[src/rtl/mux_select_sequencer.sv]
// mux_select_sequencer: latches a 7-bit pattern and steps MuxSelect 0..6, holding each for CYCLES_PER_BIT clocks.
// Optional continuous re-pass mode with the Repeat input when MUX_SEQ_REPEAT_EN is defined.
module mux_select_sequencer #(
   parameter int CYCLES_PER_BIT = 4
) (
   input  logic       Clock,
   input  logic       Resetn,
   input  logic       Start,
   input  logic [6:0] Pattern,
`ifdef MUX_SEQ_REPEAT_EN
   input  logic       Repeat,
`endif
   output logic [2:0] MuxSelect,
   output logic [6:0] Input,
   output logic       Valid,
   output logic       Busy,
   output logic       Done
);
   localparam int CW = (CYCLES_PER_BIT > 1) ? $clog2(CYCLES_PER_BIT) : 1;
   localparam logic [CW-1:0] CNT_LAST = CW'(CYCLES_PER_BIT - 1);

   typedef enum logic [1:0] {S_IDLE, S_RUN, S_DONE} state_t;

   state_t        state_q, state_d;
   logic [CW-1:0] cnt_q, cnt_d;
   logic [2:0]    sel_q, sel_d;
   logic [6:0]    in_q, in_d;
   logic          valid_q, valid_d, busy_q, busy_d, done_q, done_d;

   always_ff @(posedge Clock or negedge Resetn) begin
      if (!Resetn) begin
         state_q <= S_IDLE;
         cnt_q   <= '0;
         sel_q   <= '0;
         in_q    <= '0;
         valid_q <= 1'b0;
         busy_q  <= 1'b0;
         done_q  <= 1'b0;
      end else begin
         state_q <= state_d;
         cnt_q   <= cnt_d;
         sel_q   <= sel_d;
         in_q    <= in_d;
         valid_q <= valid_d;
         busy_q  <= busy_d;
         done_q  <= done_d;
      end
   end

   always_comb begin
      state_d = state_q;
      cnt_d   = cnt_q;
      sel_d   = sel_q;
      in_d    = in_q;
      done_d  = 1'b0;
      case (state_q)
         S_RUN: begin
            cnt_d = cnt_q + 1'b1;
            if (cnt_q == CNT_LAST) begin
               cnt_d = '0;
               sel_d = sel_q + 3'd1;
               if (sel_q == 3'd6) begin
                  sel_d  = '0;
                  done_d = 1'b1;
`ifdef MUX_SEQ_REPEAT_EN
                  if (Repeat) in_d = Pattern;
                  else state_d = S_DONE;
`else
                  state_d = S_DONE;
`endif
               end
            end
         end
         default: begin
            // The edge leaving DONE also accepts Start, giving a 7N+1 cycle minimum spacing.
            sel_d   = '0;
            state_d = (state_q == S_DONE) ? S_IDLE : state_q;
            if (Start) begin
               state_d = S_RUN;
               in_d    = Pattern;
               cnt_d   = '0;
            end
         end
      endcase
      valid_d = (state_d == S_RUN);
      busy_d  = (state_d != S_IDLE);
   end

   assign MuxSelect = sel_q;
   assign Input     = in_q;
   assign Valid     = valid_q;
   assign Busy      = busy_q;
   assign Done      = done_q;
endmodule

[config.mk]
export PLATFORM = sky130hd
export DESIGN_NAME = mux_select_sequencer
export DESIGN_NICKNAME = d
export VERILOG_FILES = /design/src/rtl/mux_select_sequencer.sv
export SDC_FILE = /design/constraint.sdc
export NUM_CORES = 1
export LEC_CHECK = 0
export BUFFER_PORTS_ARGS = -buffer_cell sky130_fd_sc_hd__buf_2
export CAP_MARGIN = 0
export CORE_UTILIZATION = 47
export CTS_CLUSTER_DIAMETER = 60
export DETAILED_ROUTE_END_ITERATION = 16
export HOLD_SLACK_MARGIN = 0.05
export PLACE_DENSITY = 0.75
export SYNTH_ARGS = -nofsm -noshare
export SYNTH_HDL_FRONTEND = slang
export SYNTH_SLANG_ARGS = --single-unit
[constraint.sdc]
create_clock -name Clock -period 1.75 [get_ports Clock]
set_clock_uncertainty 0.1 [all_clocks]
set_input_delay 0.175 -clock Clock [delete_from_list [all_inputs] [get_ports Clock]]
set_output_delay 0.175 -clock Clock [all_outputs]
set_load 0.02 [all_outputs]
# Yosys cells after proc, flatten, opt, wreduce, memory -nomap -nowiden
# Index checks and enable logic that the tools add are counted.
# word_totals
regBits,17
input_bits,10
wordCells,33
# classes
n_addsub,2
eq_ne,6
muxes,14
n_bitwise,1
reduce_logical,3
# ops
op,count
two-way mux 2 bit,8
two-way mux 3 bit,3
"== test 2 x 1 -> 1 bit, second input constant",2
"== test 2 bit, second input constant",2
nonzero test 2 bit,2
"adder 3 x 1 -> 3 bit, second input constant",1
"== test 3 bit, second input constant",1
two-way mux 1 bit,3
"adder 2 x 1 -> 2 bit, second input constant",1
"!= test 2 bit, second input constant",1
AND reduction 2 bit,1
inverter 1 bit,1

# Depth between registers and ports, before layout
# Gate-level depths: netlist of the first run.
# logic_depth
depth_word,5
mapped_depth,4

# Least setup slack after synthesis of the first run
# No wires, ideal clock.
# synth_path
kind,register to register
start,reg state_q[1]
end,reg in_q[0] (netlist: Input[0])
arrival_ns,1.086
required_ns,1.525
path_slack_ns,0.439
path_stages_with_launch,5
path_buffers,1
cell_sequence,dfrtp_1 -> nand2b_1 -> buf_6 -> nand2_2 -> mux2_2
# synth_via
elab_chain_len,3
# synth_lines
item,line,text
"start, declared",24,"state_t state_q, state_d;"
"start signal, assigned",40,state_q <= state_d;
== test 2 x 1 -> 1 bit,56,case (state_q)
inverter 1 bit (no line),n/a,
AND reduction 2 bit (no line),n/a,
"end signal, assigned",43,in_q <= in_d;
"end, declared",27,"logic [6:0] in_q, in_d;"
# No other way between the ends.
# A chain may end at the register's enable or synchronous reset.

# Worst setup path after layout of the first run
# layout_path
start,reg state_q[1]
end,reg in_q[1] (netlist: Input[1])
# The elaborated chain is that of the path after synthesis.

==> results of run 1 <==
-- sequential cells by signal (all words and copies together), names as in the netlist --
signal     count
Busy           1
Done           1
Input          7
MuxSelect      3
Valid          1
cnt_q          2
state_q        2
-- metrics by stage --
| step | cell area (um2) | utilization (%) | instances | setup slack (ns) |
|---|---|---|---|---|
| finish | 925.9 | 69.42 | 102 | 0.2342 |
| global route | 925.9 | 69.42 | 102 | 0.1782 |
| CTS | 925.9 | 69.42 | 102 | 0.2277 |
| detailed placement | 808.3 | 60.60 | 89 | 0.2556 |
| global placement | 808.3 | 60.60 | 89 | 0.2887 |
| floorplan | 690.7 | - | 53 | 0.4390 |
-- cell families after synthesis --
| kind of cell | synth area share (%) |
|---|---|
| and+or+nand+nor | 16.67 |
| DFF | 61.59 |
| adders and majority gates | 1.811 |
| muxes | 11.41 |
| AOI/OAI and AO/OA | 5.797 |
| buffers and inverters | 2.718 |
-- layer usage --
layer  vias to the layer above  track usage, %
li1                        249               -
met1                       229           21.51
met2                        16           25.00
met3                         2           5.000
met4                         0           10.00
met5                         -               0
-- critical path: stages, from the launching register on --
cell	delay, ns
dfrtp_1	0.39
nand2b_1	0.30
nand2_2	0.25
mux2_2	0.36
-- cells in the mapped netlist --
master    count
buf_6         1
nand3b_1      3
nand4_1       1
a21o_1        1
o21ai_0       2
nand2_1       5
ha_1          1
a21oi_1       3
nor2_1        1
mux2_2        7
nor2b_1       2
dfrtp_1      17
nor3_1        1
or2_2         1
nor4_4        1
inv_1         2
o21bai_1      1
nand2b_1      2
nand2_2       1
-- final cells by class --
cell class              instances  share of cell area [%]
flip-flops and latches         17                   45.95
clock inverters                 1                  0.5405
well taps                      15                   2.027
clock buffers                   3                   2.432
multi-input cells              33                   26.62
repair buffers                 31                   21.62
inverters                       2                  0.8108
-- worst min-delay path by stage --
stage | start | end | slack [ns] | cells after the start
2_1_floorplan | Resetn | Busy$_DFF_PN0_ | -0.22 | 0
3_3_place_gp | Resetn | MuxSelect[1]$_DFFE_PN0P_ | 0.01 | 1
3_5_place_dp | Resetn | MuxSelect[1]$_DFFE_PN0P_ | 0.01 | 1
4_1_cts | Resetn | state_q[0]$_DFF_PN0_ | 0.22 | 2
5_1_grt | Resetn | MuxSelect[0]$_DFFE_PN0P_ | 0.26 | 2
6_report | Resetn | state_q[0]$_DFF_PN0_ | 0.21 | 2
-- cells in the final DEF (no fill, tap or decap), types with 2 or more instances in the layout --
cell type,count
nand2b_1,2
dlygate4sd3_1,9
nand2_1,5
nand3b_1,3
a21oi_1,3
clkbuf_4,3
nor2b_1,2
dfrtp_1,17
buf_2,22
inv_1,2
mux2_2,7
o21ai_0,2
-- timing repair --
| action | 4_1_cts | 5_1_grt |
|---|---|---|
| endpoints found under the hold margin | 25 | 0 |
| setup buffers | 0 | 0 |
| hold buffers | 9 | 0 |
-- power breakdown --
part | total (W) | switching (W) | internal [W] | leakage, nW
registers | 0.000638 | 0.000102 | 0.000536 | 0.203
logic | 0.000565 | 0.000319 | 0.000246 | 0.220
clock network | 0.000208 | 0.000123 | 0.0000849 | 0.0177
==> metrics.md, run 1 <==
| Metric | Value |
|---|---|
| Required time of the critical path | 1.82 ns |
| Worst-path maximum fanout | 9 |
| Ranking of synthesized cells by area | dfrtp_1 (62%), mux2_2 (11%), nand3b_1 (3.3%), nor4_4 (3.1%), nand2_1 (2.7%) |
| Power density cells | roughly 1500 mW/mm2 |
| Filler cell count | 95 |
| Highest Clock Rate | 659.7 MHz |
| Max Slew Vio Count | 0 |
| Syn nets | 64 |
| CP startpoint kind | flip-flop |
| CTS Buffer Depth | 2 |
| DRC violations left | 0 |
| Crit end category | flip-flop |
| Number of clock sinks | 17 |
| Reg2reg end | Input[1]$_DFFE_PN0P_ |
| Met1 Wirelength | 528 um |
| Sequential cell area | between 400 and 500 um2 |
| Clock transition at path regs | 0.10 ns |
| Largest net degree at the start of global routing | 18 |
| Hpwl dp | approximately 830 um |
| All-layer global routing usage | 16.84% |
| Multi-input gate area | about 250 um2 |
| RR Startpoint | state_q[1]$_DFF_PN0_ |
| Syn Inst Count | 53 |
| GRT overflow | 0 |
| Final net count | 99 |
| Mapped cell area | 690.7 um2 |
| I/O Pins | 23 |
| Top Metal Used | met4 |
| Detailed-route via count | 496 |
| Setup TNS Final | 0 ns |
| Starting DRT DRC Count | 10 |
| Core area | 0.001334 mm2 |
| Vias in the first global route | 398 |
| Synth cell types | 19 |
| Max-cap violations | 0 |
| FF-to-FF setup slack | 0.23 ns |
| CTS tree | yes |
| Cell taking the most area after synthesis | dfrtp_1 |
| Worst Hold Class | primary input to asynchronous set/reset pin |
| Yosys warns | 0 |
| Hold Vio Cnt, Final | 0 |
| Met2 WL | roughly 580 um |
| Synth-to-layout area growth | 34.06% |
| WHS | ~0.21 ns |
| Clk_lat worst skew | 0.29 ns |
| Synth top area share | 61.59% |
| Global-route wire length before repair | 1.725 mm |
| Avg WL per Cell | 11.49 um |
| IO Port Bufs | 22 |
| Die area | around 0.0016 mm2 |
| Num CTS Buffers | 3 |
| Critical Path Start | state_q[1]$_DFF_PN0_ |
| Post-Route WL | roughly 1.2 mm |
| CTS Root Buffer Type | clkbuf_4 |
| Unrepaired setup endpoints after global routing | false |
| Layout cells sized above 1 | 41.38% |
| Die Wd | 40.34 um |
| Drt first pass iters | 4 |
| Number of setup violations in the final report | 0 |
| Post-CTS sizing | 0 |
| Initial core utilization | 51.78% |
| Number of H-tree levels | 1 |
| Slew HR | 74.44% |
| Initial antenna violation count | 0 |
| WS Path Type | flip-flop to flip-flop |
| Antenna diodes | 0 |
| Routed Antenna Nets | 0 |
| Avg Cell Area, Syn | 13.03 um2 |
| DR WL met3 | 51 um |
| Sequential share of the synthesized area | slightly above 60% |
| Max IR drop VDD | 0.001049 V |
| RD Place Congestion | approximately 0.68 |
| Setup crit end | Input[1]$_DFFE_PN0P_ |
| Worst-Margin Slew | 0.3834 ns |
| Period utilisation layout | 86.62% |
| R2R cell count | 3 |
| Num rows | 13 |
| Vias per cell | 4.863 |
| Flops & latches, synth | 17 |
| Outcome | completed |
| Die height | 40.34 um |
| Post-layout min period | 1.516 ns |
| Pwr Total | 0.001410 W |
| Crit path DAT | 1.59 ns |
| Static Leak | approximately 0.44 nW |
(Power assumes the default switching activity.)
==> inputs of run 2 (changes only) <==
- RECOVER_POWER: not set -> 25
==> run 2 against run 1 <==
Net effect:
- via count up 0.40%
- largest power group unchanged
- critical path type unchanged
- critical endpoint unchanged
- sequential power about the same
- largest cell class unchanged
- global-route usage unchanged
- first-iteration DRC count unchanged
- non-clock buffer count unchanged
- sequential cell count unchanged
- final area down 0.14%
==> metrics.md, run 2 (synthesis gave the netlist of run 1 again) <==
| Metric | Value |
|---|---|
| Outcome | completed |
| R2R cell count | 3 (unchanged) |
| All-layer global routing usage | 16.84% (unchanged) |
| Layout cells sized above 1 | 40.23% (-1.1 points) |
| CTS Buffer Depth | 2 (unchanged) |
| Number of clock sinks | 17 (unchanged) |
| Max IR drop VDD | 0.001049 V (about the same) |
| RD Place Congestion | 0.6797 (unchanged) |
| I/O Pins | 23 (unchanged) |
| Clk_lat worst skew | 0.29 ns (about the same) |
| Setup WS post-layout | 0.2343 ns (+0.0001240 ns) |
| Routed Antenna Nets | 0 (unchanged) |
| Global-route wire length before repair | 1.725 mm (unchanged) |
| Clock transition at path regs | 0.10 ns (about the same) |
| Detailed-route via count | 498 (+0.40%) |
| Max-cap violations | 0 (unchanged) |
| CTS tree | yes |
| Worst-path maximum fanout | 9 (unchanged) |
| Vias per cell | 4.882 (+0.40%) |
| Largest net degree at the start of global routing | 18 (unchanged) |
| GRT overflow | 0 (unchanged) |
| Most frequent cells in the layout | buf_2 (21), dfrtp_1 (17), dlygate4sd3_1 (9) |
| Required time of the critical path | 1.82 ns (about the same) |
| Critical Path Start | state_q[1]$_DFF_PN0_ |
| FF-to-FF setup slack | 0.23 ns (about the same) |
| Vias in the first global route | 398 (unchanged) |
| Hpwl dp | 826.7 um (unchanged) |
| Max Slew Vio Count | 0 (unchanged) |
| Core area | 0.001334 mm2 (unchanged) |
| Number of setup violations in the final report | 0 (unchanged) |
| Drt first pass iters | 4 (unchanged) |
| Period utilisation layout | 86.61% (about the same) |
| Highest Clock Rate | 659.8 MHz (about the same) |
| Starting DRT DRC Count | 10 (unchanged) |
| Setup crit end | Input[1]$_DFFE_PN0P_ |
| Die area | 0.001627 mm2 (unchanged) |
| Pwr Total | 0.001410 W (about the same) |
| Die Wd | 40.34 um (unchanged) |
| Worst Hold Class | primary input to asynchronous set/reset pin |
| IO Port Bufs | 22 (unchanged) |
| RR Startpoint | state_q[1]$_DFF_PN0_ |
| Antenna diodes | 0 (unchanged) |
| Synth-to-layout area growth | 33.88% |
| Worst-Margin Slew | 0.8564 ns (+0.4730 ns) |
| Die height | 40.34 um (unchanged) |
| Static Leak | 0.4385 nW (-0.62%) |
| Most common cell after layout, fill and taps aside | buf_2 |
| Final net count | 99 (unchanged) |
| Power density cells | 1525 mW/mm2 (+0.11%) |
| Initial core utilization | 51.78% (unchanged) |
| CP startpoint kind | flip-flop |
| Post-Route WL | 1.167 mm (-0.43%) |
| # Post-CTS Setup Buffers | 0 (unchanged) |
| CTS Root Buffer Type | clkbuf_4 |
| Num rows | 13 (unchanged) |
| Number of H-tree levels | 1 (unchanged) |
| Post-layout min period | 1.516 ns (-0.0001240 ns) |
| Crit end category | flip-flop |
| Initial antenna violation count | 0 (unchanged) |
| Placement Setup Slack | 0.2556 ns (unchanged) |
| Reg2reg end | Input[1]$_DFFE_PN0P_ |
| Unrepaired setup endpoints after global routing | false |
| Avg WL per Cell | 11.44 um (-0.43%) |
| Crit path DAT | 1.59 ns (about the same) |
| DRC violations left | 0 (unchanged) |
| Setup TNS Final | 0 ns (unchanged) |
| Hold Vio Cnt, Final | 0 (unchanged) |
| WS Path Type | flip-flop to flip-flop |
| Max reg flops | 7 (unchanged) |
| Slew HR | 42.91% (-32 points) |
| Num CTS Buffers | 3 (unchanged) |
| Filler cell count | 96 (+1.1%) |
==> run 2: final cells by class <==
cell class	count	area, um2	share of cell area, %
clock inverters	1	5.005	0.5413
repair buffers	31	198.9	21.52
inverters	2	7.507	0.8119
flip-flops and latches	17	425.4	46.01
well taps	15	18.77	2.030
multi-input cells	33	246.5	26.66
clock buffers	3	22.52	2.436
==> run 2: where the power goes <==
group          switching [W]  leakage (nW)  internal [W]
sequential          0.000102         0.203      0.000536
combinational       0.000319         0.218      0.000245
clock               0.000123        0.0177     0.0000849
==> run 2: worst min path at each step <==
stage	endpoint	depth (start not counted)	slack [ns]	start
finish	state_q[0]$_DFF_PN0_	2	0.40	Resetn
global route	Input[2]$_DFFE_PN0P_	1	0.42	Input[2]$_DFFE_PN0P_
CTS	state_q[0]$_DFF_PN0_	2	0.22	Resetn
detailed placement	MuxSelect[1]$_DFFE_PN0P_	1	0.01	Resetn
global placement	MuxSelect[1]$_DFFE_PN0P_	1	0.01	Resetn
floorplan	Busy$_DFF_PN0_	0	-0.22	Resetn
==> run 2: critical path: stages (launching register included) <==
cell and delay [ns]:
dfrtp_1 0.39, nand2b_1 0.30, nand2_2 0.25, mux2_2 0.36
==> run 2: timing repair <==
item                                   4_1_cts  5_1_grt
resized for setup                            0        0
endpoints found under the hold margin       25        0
setup endpoints to repair                    0        0
hold buffers                                 9        0
==> run 2: per-stage QoR <==
step	cells	utilization, %	hold WS (ns)	area [um2]
final	102	69.32	0.3983	924.6
after global routing	102	69.32	0.4211	924.6
after CTS	102	69.42	0.2233	925.9
after detailed placement	89	60.60	0.009961	808.3
after global placement	89	60.60	0.01152	808.3
after floorplan	53	-	-0.2206	690.7
==> run 2: metal layers <==
metal	up-vias	global-route usage [%]	wire (um)
li1	249	-	-
met1	231	21.51	535
met2	16	25.00	564
met3	2	5.000	51
met4	0	10.00	16
met5	-	0	0
==> inputs of run 3 (changes only) <==
- CORE_MARGIN: not set -> 10
- CORE_UTILIZATION: 47 -> 45
- GPL_TIMING_DRIVEN: not set -> 0
- PLACE_DENSITY: 0.75 -> 0.72
==> run 3 against run 2 <==
Net effect:
- worst hold slack improved by 0.014 ns
- count of clock-buffer cells in the layout increased by 1
- clock power decreased by 5%
- critical path depth increased by 1
- cell count increased by 2.0%
- via count increased by 0.60%
- die area increased by 120%
==> metrics.md, run 3 (synthesis gave the netlist of run 1 again) <==
| Metric | Value |
|---|---|
| Outcome | completed |
| Crit path cell chain | nand2b_1 -> buf_6 -> nand2_2 -> mux2_2 |
| Setup WS post-layout | 0.3539 ns (+0.1196 ns) |
| Hold Path End | Input[2]$_DFFE_PN0P_ |
| Hold Crit Depth | 1 |
| Number of setup violations in the final report | 0 (unchanged) |
| Global-route wire length before repair | 2.214 mm (+28%) |
| Crit end category | flip-flop |
| CTS Root Buffer Type | clkbuf_4 |
| Vias per cell | 4.817 (-1.3%) |
| Clk_lat worst skew | 0.28 ns (about the same) |
| Routed Antenna Nets | 0 (unchanged) |
| Max Slew Vio Count | 0 (unchanged) |
| Antenna diodes | 0 (unchanged) |
| Post-layout min period | 1.396 ns (-0.1196 ns) |
| Max-cap violations | 0 (unchanged) |
| Num CTS Buffers | 3 (unchanged) |
| Max IR drop VDD | 0.0008974 V (-14%) |
| FF-to-FF setup slack | 0.35 ns (+0.12 ns) |
| Hold Vio Cnt, Final | 0 (unchanged) |
| Die Wd | 59.18 um (+47%) |
| Avg WL per Cell | 13.67 um (+20%) |
| CTS Buffer Depth | 2 (unchanged) |
| Num rows | 14 (+1) |
| Power density cells | 1530 mW/mm2 (+0.31%) |
| IO Port Bufs | 22 (unchanged) |
| CTS tree | yes |
| Unrepaired setup endpoints after global routing | false |
| Gr busiest metal | met2 |
| Number of clock sinks | 17 (unchanged) |
| Drt first pass iters | 4 (unchanged) |
| GRT overflow | 0 (unchanged) |
| Vias in the first global route | 517 (+30%) |
| Detailed-route via count | 501 (+0.60%) |
| Initial antenna violation count | 0 (unchanged) |
| RD Place Congestion | 0.7276 (+7.0%) |
| Hpwl dp | 1.039 mm (+26%) |
| Number of H-tree levels | 1 (unchanged) |
| Core area | 0.001471 mm2 (+10%) |
| Worst path top cell family by delay | flip-flops |
| GR Layer Usage met1 | 8.145% (-13 points) |
| Max stage delay cell, worst path | dfrtp_1 |
| Max reg flops | 7 (unchanged) |
| Buf/Inv on CP | 1 (+1) |
| Largest stage delay on the critical path | 0.38 ns (about the same) |
| Largest net degree at the start of global routing | 18 (unchanged) |
| Pwr Total | 0.001432 W (+1.5%) |
| Post-CTS sizing | 0 (unchanged) |
| Placement Setup Slack | 0.3677 ns (+0.1120 ns) |
| Layout cells sized above 1 | 39.77% (-0.46 points) |
| Post-Route WL | 1.422 mm (+22%) |
| Worst-Margin Slew | 0.8759 ns (+0.01944 ns) |
| Most common cell after layout, fill and taps aside | buf_2 |
| Setup TNS Final | 0 ns (unchanged) |
| Final net count | 100 (+1.0%) |
| WS Path Type | flip-flop to flip-flop |
| Starting DRT DRC Count | 3 (-7) |
| Worst Hold Class | flip-flop to flip-flop |
| I/O Pins | 23 (unchanged) |
| Fin area | 935.9 um2 (+1.2%) |
| Crit path DAT | 1.46 ns (-0.13 ns) |
| RR Startpoint | state_q[1]$_DFF_PN0_ |
| Hold Path Origin | Input[2]$_DFFE_PN0P_ |
| Static Leak | 0.4419 nW (+0.78%) |
| Most frequent cells in the layout | buf_2 (21), dfrtp_1 (17), dlygate4sd3_1 (9) |
| Met2 Use GR | 13.96% (-11 points) |
| All-layer global routing usage | 8.225% (-8.6 points) |
| Die height | 59.18 um (+47%) |
| Period utilisation layout | 79.78% (-6.8 points) |
| Clock transition at path regs | 0.09 ns (about the same) |
| Required time of the critical path | 1.82 ns (about the same) |
| Post-place instance area | 820.8 um2 (+1.5%) |
| Initial core utilization | 46.94% (-4.8 points) |
| Slew HR | 41.61% (-1.3 points) |
| CP startpoint kind | flip-flop |
| R2R cell count | 4 (+1) |
| Synth-to-layout area growth | 35.51% |
| Die area | 0.003502 mm2 (+120%) |
| DRC violations left | 0 (unchanged) |
| Reg2reg end | Input[4]$_DFFE_PN0P_ |
| Highest Clock Rate | 716.3 MHz (+8.6%) |
| Grt met3 use | 4.077% (-0.92 points) |
| Worst-path maximum fanout | 9 (unchanged) |
[run 3: layer usage]
metal | up-vias | wire length [um]
met5 | - | 0
met4 | 0 | 10
met3 | 2 | 95
met2 | 9 | 781
met1 | 236 | 535
li1 | 254 | -
[run 3: worst max path at each step]
stage | cells past startpoint | endpoint | startpoint | slack, ns
after floorplan | 4 | Input[0]$_DFFE_PN0P_ | state_q[1]$_DFF_PN0_ | 0.44
after global placement | 4 | Input[3]$_DFFE_PN0P_ | state_q[1]$_DFF_PN0_ | 0.38
after detailed placement | 4 | Input[4]$_DFFE_PN0P_ | state_q[1]$_DFF_PN0_ | 0.37
after CTS | 4 | Input[4]$_DFFE_PN0P_ | state_q[1]$_DFF_PN0_ | 0.35
after global routing | 4 | state_q[1]$_DFF_PN0_ | cnt_q[0]$_DFFE_PN0P_ | 0.29
final | 4 | Input[4]$_DFFE_PN0P_ | state_q[1]$_DFF_PN0_ | 0.35
[run 3: area by class of cell]
| cell class | instances | area (um2) |
|---|---|---|
| well taps | 16 | 20.02 |
| repair buffers | 31 | 198.9 |
| flip-flops and latches | 17 | 425.4 |
| multi-input cells | 33 | 246.5 |
| clock buffers | 4 | 26.28 |
| plain buffers | 1 | 11.26 |
| fillers | 128 | 535.5 |
| inverters | 2 | 7.507 |
[run 3: report_power, final]
| group | switching, W | internal, W |
|---|---|---|
| clock network | 0.000110 | 0.0000883 |
| registers | 0.000105 | 0.000536 |
| logic | 0.000340 | 0.000252 |
[run 3: through the flow]
stage                     hold slack, ns  cells  utilization [%]
after global routing              0.4377    104            63.61
final                             0.4127    104            63.61
after CTS                         0.2315    104            63.69
after floorplan                  -0.2206     53                -
after detailed placement         0.01039     91            55.78
after global placement          0.009697     91            55.78
[run 3: timing repair]
action | CTS | global route
setup buffers | 0 | 0
hold endpoints to repair | 25 | 0
setup endpoints to repair | 0 | 0
hold buffers | 9 | 0
